$ cat src/rtl/common_types_pkg.sv
// rtl/common_types_pkg.sv - shared types and constants for the machine-mode trap sequencer
package common_types_pkg;

  localparam int WORD_W         = 32;
  localparam int MCAUSE_INT_BIT = 31;

  localparam logic [WORD_W-1:0] CAUSE_MSI        = 32'd3;
  localparam logic [WORD_W-1:0] CAUSE_MTI        = 32'd7;
  localparam logic [WORD_W-1:0] CAUSE_MEI        = 32'd11;
  localparam logic [WORD_W-1:0] CAUSE_LOCAL_BASE = 32'd16;

  localparam logic [1:0] MTVEC_MODE_VECTORED = 2'b01;

  typedef enum logic [1:0] {IDLE, FLUSH, TRAP} trap_state_t;
  typedef enum logic {EXC, INT} trap_kind_t;

  // Vectored mode only applies to interrupts; the shift drops the interrupt flag bit.
  function automatic logic [WORD_W-1:0] trap_target(input logic [WORD_W-1:0] tvec,
                                                    input trap_kind_t        kind,
                                                    input logic [WORD_W-1:0] cause);
    logic [WORD_W-1:0] base;
    base = {tvec[WORD_W-1:2], 2'b00};
    if (tvec[1:0] == MTVEC_MODE_VECTORED && kind == INT) begin
      return base + (cause << 2);
    end
    return base;
  endfunction

endpackage

$ cat src/rtl/irq_sync.sv
// rtl/irq_sync.sv - N-stage async-reset bit synchronizer for one interrupt line
module irq_sync #(
  parameter int STAGES = 2
) (
  input  logic clk,
  input  logic rst_n,
  input  logic d,
  output logic q
);

  logic [STAGES-1:0] sync_q;

  always_ff @(posedge clk or negedge rst_n) begin
    if (!rst_n) begin
      sync_q <= '0;
    end else begin
      sync_q <= {sync_q[STAGES-2:0], d};
    end
  end

  assign q = sync_q[STAGES-1];

endmodule

$ cat src/rtl/trap_controller.sv
// rtl/trap_controller.sv - machine-mode trap sequencer: arbitrate, drain, pulse trap entry, redirect
module trap_controller
  import common_types_pkg::*;
#(
  parameter int NUM_LOCAL_IRQ = 4,
  parameter int SYNC_STAGES   = 2
) (
  input  logic                     CLK,
  input  logic                     nRST,
  input  logic                     irq_ext,
  input  logic                     irq_soft,
  input  logic                     irq_timer,
  input  logic [NUM_LOCAL_IRQ-1:0] irq_local,
  input  logic                     csr_mie,
  input  logic [WORD_W-1:0]        mtvec,
  input  logic [WORD_W-1:0]        mepc,
  input  logic                     exc_valid,
  input  logic [WORD_W-1:0]        exc_cause,
  input  logic [WORD_W-1:0]        exc_pc,
  input  logic                     mret,
  input  logic                     pipe_drained,
  input  logic [WORD_W-1:0]        resume_pc,
  output logic                     halt_req,
  output logic                     redirect_valid,
  output logic [WORD_W-1:0]        redirect_pc,
  output logic                     csr_exception,
  output logic [WORD_W-1:0]        csr_exception_cause,
  output logic [WORD_W-1:0]        csr_exception_pc,
  output logic                     busy
);

  logic                     irq_ext_s;
  logic                     irq_soft_s;
  logic                     irq_timer_s;
  logic [NUM_LOCAL_IRQ-1:0] irq_local_s;

  irq_sync #(.STAGES(SYNC_STAGES)) u_sync_ext   (.clk(CLK), .rst_n(nRST), .d(irq_ext),   .q(irq_ext_s));
  irq_sync #(.STAGES(SYNC_STAGES)) u_sync_soft  (.clk(CLK), .rst_n(nRST), .d(irq_soft),  .q(irq_soft_s));
  irq_sync #(.STAGES(SYNC_STAGES)) u_sync_timer (.clk(CLK), .rst_n(nRST), .d(irq_timer), .q(irq_timer_s));

  for (genvar i = 0; i < NUM_LOCAL_IRQ; i++) begin : g_local_sync
    irq_sync #(.STAGES(SYNC_STAGES)) u_sync_local (
      .clk  (CLK),
      .rst_n(nRST),
      .d    (irq_local[i]),
      .q    (irq_local_s[i])
    );
  end

  logic              irq_pend;
  logic [WORD_W-1:0] win_cause;

  assign irq_pend = irq_ext_s | irq_soft_s | irq_timer_s | (|irq_local_s);

  // Later assignments win: walk from lowest to highest priority.
  always_comb begin
    win_cause = '0;
    for (int i = NUM_LOCAL_IRQ - 1; i >= 0; i--) begin
      if (irq_local_s[i]) win_cause = CAUSE_LOCAL_BASE + WORD_W'(i);
    end
    if (irq_timer_s) win_cause = CAUSE_MTI;
    if (irq_soft_s)  win_cause = CAUSE_MSI;
    if (irq_ext_s)   win_cause = CAUSE_MEI;
    win_cause[MCAUSE_INT_BIT] = 1'b1;
  end

  trap_state_t       state_q, state_d;
  trap_kind_t        kind_q, kind_d;
  logic [WORD_W-1:0] cause_q, cause_d;
  logic [WORD_W-1:0] pc_q, pc_d;

  always_ff @(posedge CLK or negedge nRST) begin
    if (!nRST) begin
      state_q <= IDLE;
      kind_q  <= EXC;
      cause_q <= '0;
      pc_q    <= '0;
    end else begin
      state_q <= state_d;
      kind_q  <= kind_d;
      cause_q <= cause_d;
      pc_q    <= pc_d;
    end
  end

  always_comb begin
    state_d             = state_q;
    kind_d              = kind_q;
    cause_d             = cause_q;
    pc_d                = pc_q;
    halt_req            = 1'b0;
    redirect_valid      = 1'b0;
    redirect_pc         = '0;
    csr_exception       = 1'b0;
    csr_exception_cause = '0;
    csr_exception_pc    = '0;

    case (state_q)
      IDLE: begin
        if (exc_valid) begin
          kind_d  = EXC;
          cause_d = exc_cause;
          pc_d    = exc_pc;
          state_d = FLUSH;
        end else if (irq_pend && csr_mie) begin
          kind_d  = INT;
          cause_d = win_cause;
          state_d = FLUSH;
        end else if (mret && nRST) begin
          redirect_valid = 1'b1;
          redirect_pc    = mepc;
        end
      end

      FLUSH: begin
        halt_req = 1'b1;
        // A synchronous fault found while draining outranks the pending interrupt.
        if (exc_valid && kind_q == INT) begin
          kind_d  = EXC;
          cause_d = exc_cause;
          pc_d    = exc_pc;
        end
        if (pipe_drained) begin
          if (kind_d == INT) pc_d = resume_pc;
          state_d = TRAP;
        end
      end

      TRAP: begin
        halt_req            = 1'b1;
        csr_exception       = 1'b1;
        csr_exception_cause = cause_q;
        csr_exception_pc    = pc_q;
        redirect_valid      = 1'b1;
        redirect_pc         = trap_target(mtvec, kind_q, cause_q);
        state_d             = IDLE;
      end

      default: state_d = IDLE;
    endcase
  end

  assign busy = (state_q != IDLE);

endmodule

$ cat config.mk
export PLATFORM = sky130hd
export DESIGN_NAME = trap_controller
export DESIGN_NICKNAME = d
export VERILOG_FILES = /design/src/rtl/common_types_pkg.sv /design/src/rtl/irq_sync.sv /design/src/rtl/trap_controller.sv
export SDC_FILE = /design/constraint.sdc
export NUM_CORES = 1
export LEC_CHECK = 0
export CAP_MARGIN = 40
export CORE_ASPECT_RATIO = 1.25
export CORE_MARGIN = 3
export CORE_UTILIZATION = 42
export DETAILED_ROUTE_END_ITERATION = 8
export PLACE_DENSITY = 0.87
export SYNTH_ARGS = -nofsm -noshare
export SYNTH_HDL_FRONTEND = slang
export SYNTH_SLANG_ARGS = --single-unit
$ cat constraint.sdc
create_clock -name CLK -period 4.4 [get_ports CLK]
set_input_delay 0.88 -clock CLK [delete_from_list [all_inputs] [get_ports CLK]]
set_output_delay 0.88 -clock CLK [all_outputs]
set_load 0.05 [all_outputs]
# Word-level counts from Yosys, hierarchy flattened
# Cells that the tools add are included.
dict set report totals {
  reg_bits 81
  latch_bits 0
  ram_bits 0
  mem_bits_ro 0
  out_inout_bits 100
  wordCells 76
  n_memories 0
}
dict set report op_classes {
  addsub 1
  n_mul 0
  div_mod_pow 0
  magnitude_cmp 0
  eq_ne 7
  shift 0
  n_mux 41
  bitwise_logic 3
  n_reduce_logical 13
}
# op n
set ops {}
lappend ops {{$mux W32} 14}
lappend ops {{$pmux W32 S2} 3}
lappend ops {{$add A32 B32 Y32} 1}
lappend ops {{$mux W31} 1}
lappend ops {{$mux W5} 6}
lappend ops {{$mux W1} 11}
lappend ops {{$mux W2} 3}
lappend ops {{$ne A2 B2 Y1 const B} 3}
lappend ops {{$reduce_and A2 Y1} 3}
lappend ops {{$eq A2 B1 Y1 const B} 2}
lappend ops {{$logic_and A1 B1 Y1} 4}
lappend ops {{$pmux W1 S2} 2}
lappend ops {{$pmux W2 S2} 1}
lappend ops {{$reduce_bool A2 Y1} 2}
lappend ops {{$reduce_or A4 Y1} 1}
lappend ops {{$ne A3 B3 Y1 const B} 1}
lappend ops {{$or A1 B1 Y1} 3}
lappend ops {{$reduce_and A3 Y1} 1}
lappend ops {{$eq A2 B2 Y1 const B} 1}
lappend ops {{$logic_not A2 Y1} 1}
lappend ops {{$reduce_or A2 Y1} 1}

# Logic depth before layout (Yosys ltp)
# Gate-level depths: netlist of run 1.
dict set report depth {
  ltp_word 10
  mapped_depth 12
  mapped_depth_nobuf 12
}

# Cells and area by module
# A second synthesis of run 1 with hierarchy kept.
dict set report unflattened {
  hier_cells 719
  area_unflattened_um2 5809.3
}
# mod n_inst cells_per_inst area_per_inst_um2
set by_module_without_submodules {}
lappend by_module_without_submodules {trap_controller 1 705 5459.0}
lappend by_module_without_submodules {irq_sync 7 2 50.0}

# Least setup slack after synthesis of run 1
# No wires, ideal clock.
dict set report synth_timing {
  path_type {input port to output port}
  startpoint {in mtvec[2]}
  endpoint {out redirect_pc[26]}
  t_arrival_ps 3791
  slack_ps -271
  cell_stages 12
  n_path_buf 0
  cell_sequence {ha_1 > inv_1 > fa_1 > nor2b_4 > o31a_4 > nand2b_1 > a41o_1 > a221oi_2 > a21oi_1 > a21oi_1 > xor2_1 > o21ai_0}
}
dict set report synth_between {
  elab_chain_len 4
}
# item line
set synth_rtl {}
lappend synth_rtl {{start, declared} trap_controller.sv:15} ;# input logic [WORD_W-1:0] mtvec,
lappend synth_rtl {{$add A32 B32 Y32} common_types_pkg.sv:24} ;# return base + (cause << 2);
lappend synth_rtl {{$mux W32} common_types_pkg.sv:23} ;# if (tvec[1:0] == MTVEC_MODE_VECTORED && kind == INT) begin
lappend synth_rtl {{$mux W32} common_types_pkg.sv:26} ;# return base;
lappend synth_rtl {{$pmux W32 S2} trap_controller.sv:98} ;# case (state_q)
lappend synth_rtl {{end, declared} trap_controller.sv:25} ;# output logic [WORD_W-1:0] redirect_pc,
# Every way passes these cells. The select of a mux whose other input is x is not followed.

# Worst setup path after layout of run 1
dict set report layout_timing {
  startpoint {in mtvec[4]}
  endpoint {out redirect_pc[20]}
}
# The elaborated chain is that of the path after synthesis.

==> flow_summary_export.csv, run 1 <==
group,metric,value,unit
setup_path,cp_num_cells,13,
sta,slew_viol_final,0,
setup_path,reg2reg_slack,2140,ps
setup_path,crit_buf_inv,3,
setup_path,worstSetupEndpointType,"output port",
sta,hold_violations,0,
placed_design,portBuffers,272,
route,drtAntennaViolNets,0,
cts,clock_latency,340,ps
floorplan,die_x,112,um
setup_path,arrival,3500,ps
synth,synth-edff-count,0,
route,viasPerCell,5.57,
run_status,outcome,"finished clean",
route,met2_wirelength,11.2,mm
route,top_layer_used,"met5",
layout,nets,1223,
synth,synth-async-reset-ratio,1.00,
cts,cts-buffers-inserted,9,
flow_run,max-cap-violations,0,
route,met1Wirelength,8.03,mm
floorplan,coreArea,13500,um2
cts,root_buffer,"clkbuf_16",
synth,synth-main-ff-cell,"dfrtp_1",
sta,fmax,0.228,GHz
synth,synth_area_leaders,"dfrtp_1, and2_1, ha_1, nand2_1, a21oi_1",
setup_path,worst-r2r-cell-count,6,
power_and_ir_drop,powerDensity,668,nW/um2
floorplan,die_y,138,um
floorplan,placementRows,47,
layout,drive_gt1_frac,0.154,
route,firstDrtPassIters,5,
setup_path,path_max_fanout,3,
cts,cts.path.max_buffers,2,
route,vias,6647,
layout,diodes,0,
sta,hold_slack,348,ps
floorplan,io_pins,273,
sta,period_share,0.997,
route,drt_iter0_markers,321,
layout,fillers,952,
layout,area_delta_synth_final,69.3,%
setup_path,critPathMaxStageDelay,360,ps
sta,fin_skew,10.2,ps
power_and_ir_drop,peakVddDrop,421,uV
power_and_ir_drop,power,6630,uW
route,wirelength,21.7,mm
min_path,holdCritPathClass,"flop to flop",
placed_design,dp_hpwl,16.1,mm
synth,synth_top_cell_area_share,0.346,
global_routing,grt-ovfl-total,0,
setup_path,path_delay_family,"compound AO/OA/AOI/OAI gates",
global_routing,grt_max_degree,64,
floorplan,initial_core_util,0.435,
route,drc,0,
synth,synth_area_leader_cell,"dfrtp_1",
synth,synthCells,732,
sta,tightest_slew,696,ps
synth,syn_area,5860,um2
sta,slew_headroom,0.536,
setup_path,critical_path_class,"input port to output port",
route,wl_met3,1.55,mm
setup_path,cp_slowest_cell,"o31a_4",
setup_path,worst_ep_required_time,3520,ps
placed_design,gp_congestion,0.897,
power_and_ir_drop,power.leakage,0.00418,uW
synth,synth_fp_nets,938,
sta,post-route-min-period,4380,ps
cts,clkTransAtPathRegs,60,ps
cts,cts.sinks,81,
synth,yosysWarnings,0,
global_routing,grtUsageTotal,0.261,
cts,cts_tree,"built",
global_routing,grt_pass1_wl,32.9,mm
cts,cts_max_level,3,
cts,hold_buffers,0,
synth,yosysSeqAreaShare,0.346,
global_routing,first_global_vias,6633,
synth,ys_ff_latch,81,
route,wl_per_cell,18.2,um
min_path,whs_path_depth,0,
synth,syn_area_per_cell,8.01,um2
synth,synthDistinctLibCells,70,
setup_path,path_cells,"dlygate4sd2_1 -> ha_4 -> nor2b_4 -> o31a_4 -> nand2b_1 -> a41o_1 -> buf_6 -> a31o_1 -> a21oi_2 -> xor2_1 -> o21ai_1 -> a22o_1 -> buf_12",
setup_path,start_kind,"input port",
global_routing,antenna_found_initial,1,
floorplan,dieArea,15400,um2
sta,setup_violations,0,
final timing paths:
path | startpoint | endpoint
setup / recovery | mtvec[4] | redirect_pc[20]
hold / removal | g_local_sync[1].u_sync_local.sync_q[0] | g_local_sync[1].u_sync_local.sync_q[1]
setup reg to reg | u_sync_soft.sync_q[1] | cause_q[13]
hold reg to reg | g_local_sync[1].u_sync_local.sync_q[0] | g_local_sync[1].u_sync_local.sync_q[1]
max in group asynchronous | nRST | pc_q[23]
min in group asynchronous | nRST | cause_q[0]
per-layer routing:
| metal | GRT usage | up-vias |
|---|---|---|
| met3 | 0.0638 | 60 |
| met1 | 0.290 | 3086 |
| met2 | 0.473 | 323 |
| li1 | - | 3176 |
| met4 | 0.108 | 2 |
| met5 | 0 | - |
synth_stat cells, types with 2 or more instances:
cell type / count
a2111oi_0: 3
a211oi_1: 5
a21o_1: 8
a21o_2: 2
a21oi_1: 73
a22o_1: 8
a32oi_1: 8
and2_1: 64
and3_1: 3
and4_1: 2
buf_1: 2
buf_2: 9
buf_6: 3
clkbuf_1: 32
dfrtp_1: 81
ha_1: 32
inv_1: 17
mux2i_1: 2
nand2_1: 104
nand2b_1: 5
nand3_1: 6
nand4_1: 3
nand4b_1: 2
nor2_1: 65
nor2b_1: 4
nor3_1: 7
nor3b_1: 3
o21a_1: 4
o21ai_0: 71
o21ai_1: 2
o21ai_2: 2
o21bai_1: 3
o221ai_1: 2
o22ai_1: 33
o31ai_1: 3
o41ai_2: 2
or2_2: 3
or4_1: 2
xnor2_1: 12
xor2_1: 10
what timing repair did:
action | 4_1_cts | 5_1_grt
endpoints found under the setup margin | 13 | 14
buffers inserted | 2 | 5
resized for setup | 19 | 35
pin swaps | 15 | 15
endpoints found under the hold margin | 0 | 0
kinds of logic (layout without fill, tap and decap cells):
kind of cell             after synthesis  after routing  share of synthesized area
XOR/XNOR                              22             22                     0.0329
AND/OR/NAND/NOR                      281            281                      0.231
buffers and inverters                 63            353                     0.0461
multiplexers                           2              2                    0.00341
AO/OA/AOI/OAI                        250            250                      0.269
adder cells (fa/ha/maj)               33             33                     0.0717
flip-flops                            81             81                      0.346
layout make-up:
cell class / instances / area [um2] / area share
Multi-Input combinational cell: 588 / 3840 / 0.386
Timing Repair Buffer: 320 / 3460 / 0.348
Sequential cell: 81 / 2030 / 0.204
Clock buffer: 9 / 225 / 0.0227
Tap cell: 171 / 214 / 0.0215
Clock inverter: 7 / 103 / 0.0103
Inverter: 17 / 63.8 / 0.00643
report_power, final:
part           total (uW)  switching, uW  internal [uW]
combinational        4510           2650           1860
sequential           1300            243           1060
clock                 818            315            503
total                6630           3210           3420
cell usage in the layout (no fill, tap or decap), types with 12 or more instances in the layout:
master | netlist | layout
inv_1 | 17 | 15
nand2_1 | 104 | 104
ha_1 | 32 | 21
o21ai_0 | 71 | 63
o22ai_1 | 33 | 32
dfrtp_1 | 81 | 81
a21oi_1 | 73 | 62
nor2_1 | 65 | 65
and2_1 | 64 | 64
clkdlybuf4s50_1 | 0 | 230
xnor2_1 | 12 | 12
buf_12 | 0 | 36
buf_4 | 0 | 45
registers in the layout, summed over array words and instances, names as in the netlist:
| register | count |
|---|---|
| pc_q | 32 |
| u_sync_timer.sync_q | 2 |
| state_q | 2 |
| g_local_sync.u_sync_local.sync_q | 8 |
| u_sync_ext.sync_q | 2 |
| kind_q | 1 |
| cause_q | 32 |
| u_sync_soft.sync_q | 2 |
metrics by stage:
step	instance area, um2	utilization	setup TNS, ps	std cells	setup slack, ps
6_report	9930	0.737	0	1193	15.4
5_1_grt	9930	0.737	-314	1193	-78.5
4_1_cts	9700	0.720	0	1188	5.00
3_5_place_dp	9280	0.689	-1900	1170	-338
3_3_place_gp	9240	0.686	-1340	1168	-273
2_1_floorplan	5870	-	0	732	6.50
Power figures use the tool's default switching activity.
==> inputs of run 2 (changes only) <==
- MAX_ROUTING_LAYER: unset -> met4
==> run 2 against run 1 <==
Clock power decreased by 0.5%. Count of clock-buffer cells in the layout unchanged. Via count decreased by 0.80%. Cell count hardly changed. Combinational power hardly changed. Hold slack barely moved. Critical path type unchanged. Largest cell class unchanged. Largest power group unchanged.
==> flow_summary_export.csv, run 2 (synthesized netlist as in run 1, its figures left out) <==
group,metric,value,unit
route,firstDrtPassIters,5,
cts,cts_tree,"built",
sta,setup_violations,0,
layout,utilization,0.738,
route,drtAntennaViolNets,0,
setup_path,critical_path_class,"input port to output port",
placed_design,dp_hpwl,16.1,mm
route,wl_met3,1.34,mm
setup_path,worstSetupEndpointType,"output port",
setup_path,cp_slowest_cell,"clkdlybuf4s50_1",
floorplan,die_y,138,um
placed_design,portBuffers,272,
layout,drive_gt1_frac,0.154,
layout,nets,1223,
route,top_layer_used,"met4",
layout,area_delta_synth_final,69.4,%
sta,hold_violations,0,
setup_path,worst-r2r-cell-count,6,
sta,slew_viol_final,0,
setup_path,critPathMaxStageDelay,460,ps
setup_path,start_kind,"input port",
cts,root_buffer,"clkbuf_16",
setup_path,reg2reg_slack,2120,ps
sta,slew_headroom,0.539,
route,drt_iter0_markers,318,
min_path,whs_path_depth,0,
floorplan,io_pins,273,
sta,tightest_slew,691,ps
cts,cts.sinks,81,
route,met1Wirelength,8.25,mm
global_routing,grt_pass1_wl,32.8,mm
cts,cts_max_level,3,
layout,layout.cells.most_common,"clkdlybuf4s50_1",
floorplan,coreArea,13500,um2
route,drc,0,
global_routing,first_global_vias,6646,
floorplan,dieArea,15400,um2
route,wirelength,21.7,mm
layout,final_cell_mix,"clkdlybuf4s50_1, nand2_1, dfrtp_1",
flow_run,max-cap-violations,0,
layout,fillers,954,
power_and_ir_drop,powerDensity,667,nW/um2
layout,fin_cells,1194,
run_status,outcome,"finished clean",
setup_path,path_cells,"clkdlybuf4s50_1 -> ha_4 -> buf_4 -> a21o_1 -> a21oi_2 -> nand2b_4 -> nand3_2 -> a21bo_1 -> a311o_1 -> a21oi_2 -> xor2_1 -> o21ai_2 -> buf_12",
route,vias,6594,
cts,hold_buffers,0,
route,met2_wirelength,11.2,mm
power_and_ir_drop,peakVddDrop,421,uV
global_routing,antenna_found_initial,1,
power_and_ir_drop,power.leakage,0.00418,uW
global_routing,grtUsageTotal,0.269,
cts,clock_latency,330,ps
power_and_ir_drop,power,6630,uW
cts,cts-buffers-inserted,9,
setup_path,crit_path_frequent_cell,"a21oi_2",
setup_path,path_max_fanout,3,
route,wl_per_cell,18.1,um
setup_path,worst_ep_required_time,3520,ps
sta,hold_slack,348,ps
global_routing,grt-ovfl-total,0,
sta,fin_skew,7.23,ps
cts,clkTransAtPathRegs,60,ps
sta,fmax,0.228,GHz
min_path,hold_path.startpoint,"g_local_sync[1].u_sync_local.sync_q[0]",
placed_design,gp_congestion,0.912,
layout,largestRegisters,"cause_q x32, pc_q x32, g_local_sync.u_sync_local.sync_q x8",
setup_path,arrival,3510,ps
min_path,holdCritPathClass,"flop to flop",
floorplan,die_x,112,um
floorplan,initial_core_util,0.435,
global_routing,grt_max_degree,64,
placed_design,dp.cells,1170,
floorplan,placementRows,47,
min_path,min_to,"g_local_sync[1].u_sync_local.sync_q[1]",
sta,period_share,0.998,
setup_path,reg2reg_to,"cause_q[13]",
cts,cts.path.max_buffers,2,
setup_path,r2r-start,"u_sync_soft.sync_q[1]",
sta,post-route-min-period,4390,ps
route,viasPerCell,5.52,
[run 2: changes by cell type in the layout (fill, tap and decap cells not counted), sizes merged]
| cell | delta |
|---|---|
| diode | +1 |
[run 2: how the worst max path moves through the flow]
| stage | start | to | slack, ps | cells past startpoint |
|---|---|---|---|---|
| finish | mtvec[8] | redirect_pc[21] | 10 | 13 |
| global route | mtvec[8] | redirect_pc[21] | -80 | 13 |
| CTS | mtvec[9] | redirect_pc[20] | 5 | 12 |
| detailed placement | mtvec[2] | redirect_pc[30] | -340 | 14 |
| global placement | mtvec[2] | redirect_pc[30] | -270 | 14 |
| floorplan | mtvec[2] | redirect_pc[30] | 6 | 12 |
[run 2: layer usage]
layer / global-route usage / vias to the layer above
met5: - / -
met4: 0.106 / 0
met3: 0.0533 / 56
met2: 0.473 / 306
met1: 0.298 / 3056
li1: - / 3176
[run 2: through the flow]
step / setup TNS [ps] / setup WS, ps / area (um2)
finish: 0 / 10.6 / 9930
floorplan: 0 / 6.50 / 5870
global placement: -1340 / -273 / 9240
global route: -380 / -78.9 / 9930
CTS: 0 / 5.00 / 9700
detailed placement: -1900 / -338 / 9280
[run 2: worst max-delay path, delay by kind of cell]
| kind | cells | cell delay [ps] |
|---|---|---|
| AO/OA/AOI/OAI | 6 | 1230 |
| buffers and inverters | 3 | 770 |
| XOR/XNOR | 1 | 190 |
| adder cells (fa/ha/maj) | 1 | 200 |
| AND/OR/NAND/NOR | 2 | 250 |
[run 2: repair_timing]
action,in CTS,in global routing
endpoints found under the setup margin,13,14
setup buffers,2,5
gates resized for setup,19,35
pin swaps,15,15
[run 2: layout make-up]
cell class,instances,area [um2],share of cell area
flip-flops and latches,81,2030,0.204
multi-input cells,588,3840,0.386
repair buffers,320,3460,0.348
inverters,17,63.8,0.00642
well taps,171,214,0.0215
clock inverters,7,103,0.0103
clock buffers,9,225,0.0227
diodes,1,2.50,0.000252
[run 2: report_power, final]
group	switching (uW)	total (uW)	internal (uW)
clock network	311	814	503
registers	243	1300	1060
logic	2650	4510	1860
total	3200	6630	3420
==> inputs of run 3 (changes only) <==
- CORE_UTILIZATION: 42 -> 40
- PLACE_DENSITY: 0.87 -> 0.83
- SKIP_LAST_GASP: unset -> 1
==> run 3 against run 2 <==
Clock power down 7.7%. Cell count is 0.50% higher. Power down 0.21%. Highest routed layer unchanged.
==> flow_summary_export.csv, run 3 (synthesized netlist as in run 1, its figures left out) <==
group,metric,value,unit
sta,fin_skew,6.38,ps
route,drc,0,
min_path,holdCritPathClass,"flop to flop",
floorplan,coreArea,14100,um2
layout,multiInputGateArea,3910,um2
route,viasPerCell,5.45,
cts,cts.path.max_buffers,2,
power_and_ir_drop,sw_frac_of_total,0.483,
global_routing,grt_pass1_wl,32.1,mm
floorplan,placementRows,48,
setup_path,arrival,3450,ps
cts,root_buffer,"clkbuf_16",
placed_design,place_area,9330,um2
power_and_ir_drop,power,6610,uW
run_status,outcome,"finished clean",
sta,tightest_slew,757,ps
route,drtAntennaViolNets,0,
power_and_ir_drop,peakVddDrop,546,uV
setup_path,reg2reg_slack,1870,ps
global_routing,antenna_found_initial,1,
floorplan,die_x,114,um
route,wl_per_cell,17.8,um
power_and_ir_drop,clkPwrFrac,0.114,
route,vias,6543,
route,firstDrtPassIters,5,
sta,final.setup.worst_slack,68.8,ps
cts,cts_max_level,3,
placed_design,gp_congestion,0.918,
sta,fmax,0.231,GHz
power_and_ir_drop,power.leakage,0.00418,uW
sta,slew_headroom,0.495,
min_path,min_to,"g_local_sync[0].u_sync_local.sync_q[1]",
sta,setup_violations,0,
power_and_ir_drop,powerDensity,661,nW/um2
floorplan,initial_core_util,0.417,
setup_path,worst-r2r-cell-count,6,
route,drt_iter0_markers,400,
layout,area_delta_synth_final,70.7,%
layout,fillers,1055,
power_and_ir_drop,combinationalPowerShare,0.690,
setup_path,critical_path_class,"input port to output port",
global_routing,first_global_vias,6403,
power_and_ir_drop,p_seq_frac,0.197,
cts,clock_latency,330,ps
global_routing,grtUsageTotal,0.255,
power_and_ir_drop,power.internal,3420,uW
sta,slew_viol_final,0,
cts,clkTransAtPathRegs,60,ps
placed_design,dp_slack,-312,ps
cts,cts_tree,"built",
layout,nets,1225,
setup_path,start_kind,"input port",
layout,regArea,2030,um2
power_and_ir_drop,p_sw,3190,uW
layout,final_area,10000,um2
layout,final_cell_mix,"clkdlybuf4s50_1, nand2_1, dfrtp_1",
cts,cts-buffers-inserted,9,
cts,cts.sinks,81,
setup_path,worstSetupEndpointType,"output port",
placed_design,dp_hpwl,16.1,mm
cts,hold_buffers,0,
global_routing,grt-ovfl-total,0,
setup_path,r2r-start,"u_sync_soft.sync_q[1]",
floorplan,die_y,141,um
layout,drive_gt1_frac,0.166,
flow_run,max-cap-violations,0,
layout,layout.cells.most_common,"clkdlybuf4s50_1",
setup_path,reg2reg_to,"cause_q[10]",
layout,largestRegisters,"cause_q x32, pc_q x32, g_local_sync.u_sync_local.sync_q x8",
route,wirelength,21.3,mm
sta,rsz0062_at_grt,"yes",
min_path,whs_path_depth,0,
floorplan,dieArea,16200,um2
setup_path,path_max_fanout,4,
min_path,hold_path.startpoint,"g_local_sync[0].u_sync_local.sync_q[0]",
sta,hold_violations,0,
sta,post-route-min-period,4330,ps
global_routing,grt_max_degree,61,
placed_design,portBuffers,272,
sta,period_share,0.984,
setup_path,worst_ep_required_time,3520,ps
floorplan,io_pins,273,
## run 3: cell types whose count changed in the layout (fill, tap and decap cells not counted), moves of 2 or more
cell | previous run | this run
o21ai_1 | 6 | 4
ha_1 | 21 | 18
inv_6 | 2 | 0
ha_4 | 9 | 11
buf_4 | 45 | 47
o21ai_2 | 6 | 8
## run 3: worst max-delay path by stage
| stage | from | endpoint | cells after the start |
|---|---|---|---|
| 2_1_floorplan | mtvec[2] | redirect_pc[30] | 12 |
| 3_3_place_gp | mtvec[2] | redirect_pc[30] | 14 |
| 3_5_place_dp | mtvec[2] | redirect_pc[30] | 14 |
| 4_1_cts | mtvec[3] | redirect_pc[30] | 14 |
| 5_1_grt | mtvec[14] | redirect_pc[20] | 13 |
| 6_report | mtvec[8] | redirect_pc[31] | 12 |
## run 3: power by group through the flow
stage,registers (uW),clock network (uW),logic [uW]
final,1300,751,4560
after detailed placement,1290,0,4280
after CTS,1280,768,4370
after floorplan,1200,0,2780
after global routing,1340,791,4900
after global placement,1270,0,4160
## run 3: area by class of cell
class | count | share of cell area
antenna | 1 | 0.000250
clock buffer | 10 | 0.0239
clock inverter | 6 | 0.00675
inverter | 17 | 0.00637
multi-input combinational | 588 | 0.391
sequential | 81 | 0.202
tap | 175 | 0.0219
timing repair buffer | 322 | 0.348
## run 3: layer usage
metal | wire, um | track usage | vias to the layer above | part of all wire
li1 | - | - | 3175 | -
met1 | 8280 | 0.301 | 3063 | 0.39
met2 | 11000 | 0.438 | 248 | 0.52
met3 | 1170 | 0.0337 | 57 | 0.055
met4 | 850 | 0.101 | 0 | 0.040
met5 | 0 | - | - | 0
## run 3: per-stage QoR
stage	util	cells	setup TNS [ps]	hold WS, ps
global placement	0.662	1177	-1190	334
floorplan	-	732	0	331
global route	0.712	1200	-464	355
finish	0.712	1200	0	347
CTS	0.692	1196	-0.0266	348
detailed placement	0.664	1178	-1590	335
## run 3: worst max-delay path: stages
cell,delay [ps]
clkdlybuf4s50_1,510
ha_2,310
a21o_1,190
a21oi_2,160
nand2b_4,160
a31o_4,170
a21oi_2,70
or4_1,410
o221ai_2,90
a21oi_1,70
nand3b_1,230
buf_12,190
## run 3: what timing repair did
item | in CTS | in global routing
resized for setup | 19 | 47
pin swaps | 13 | 26
setup endpoints to repair | 13 | 17
buffers inserted | 2 | 3
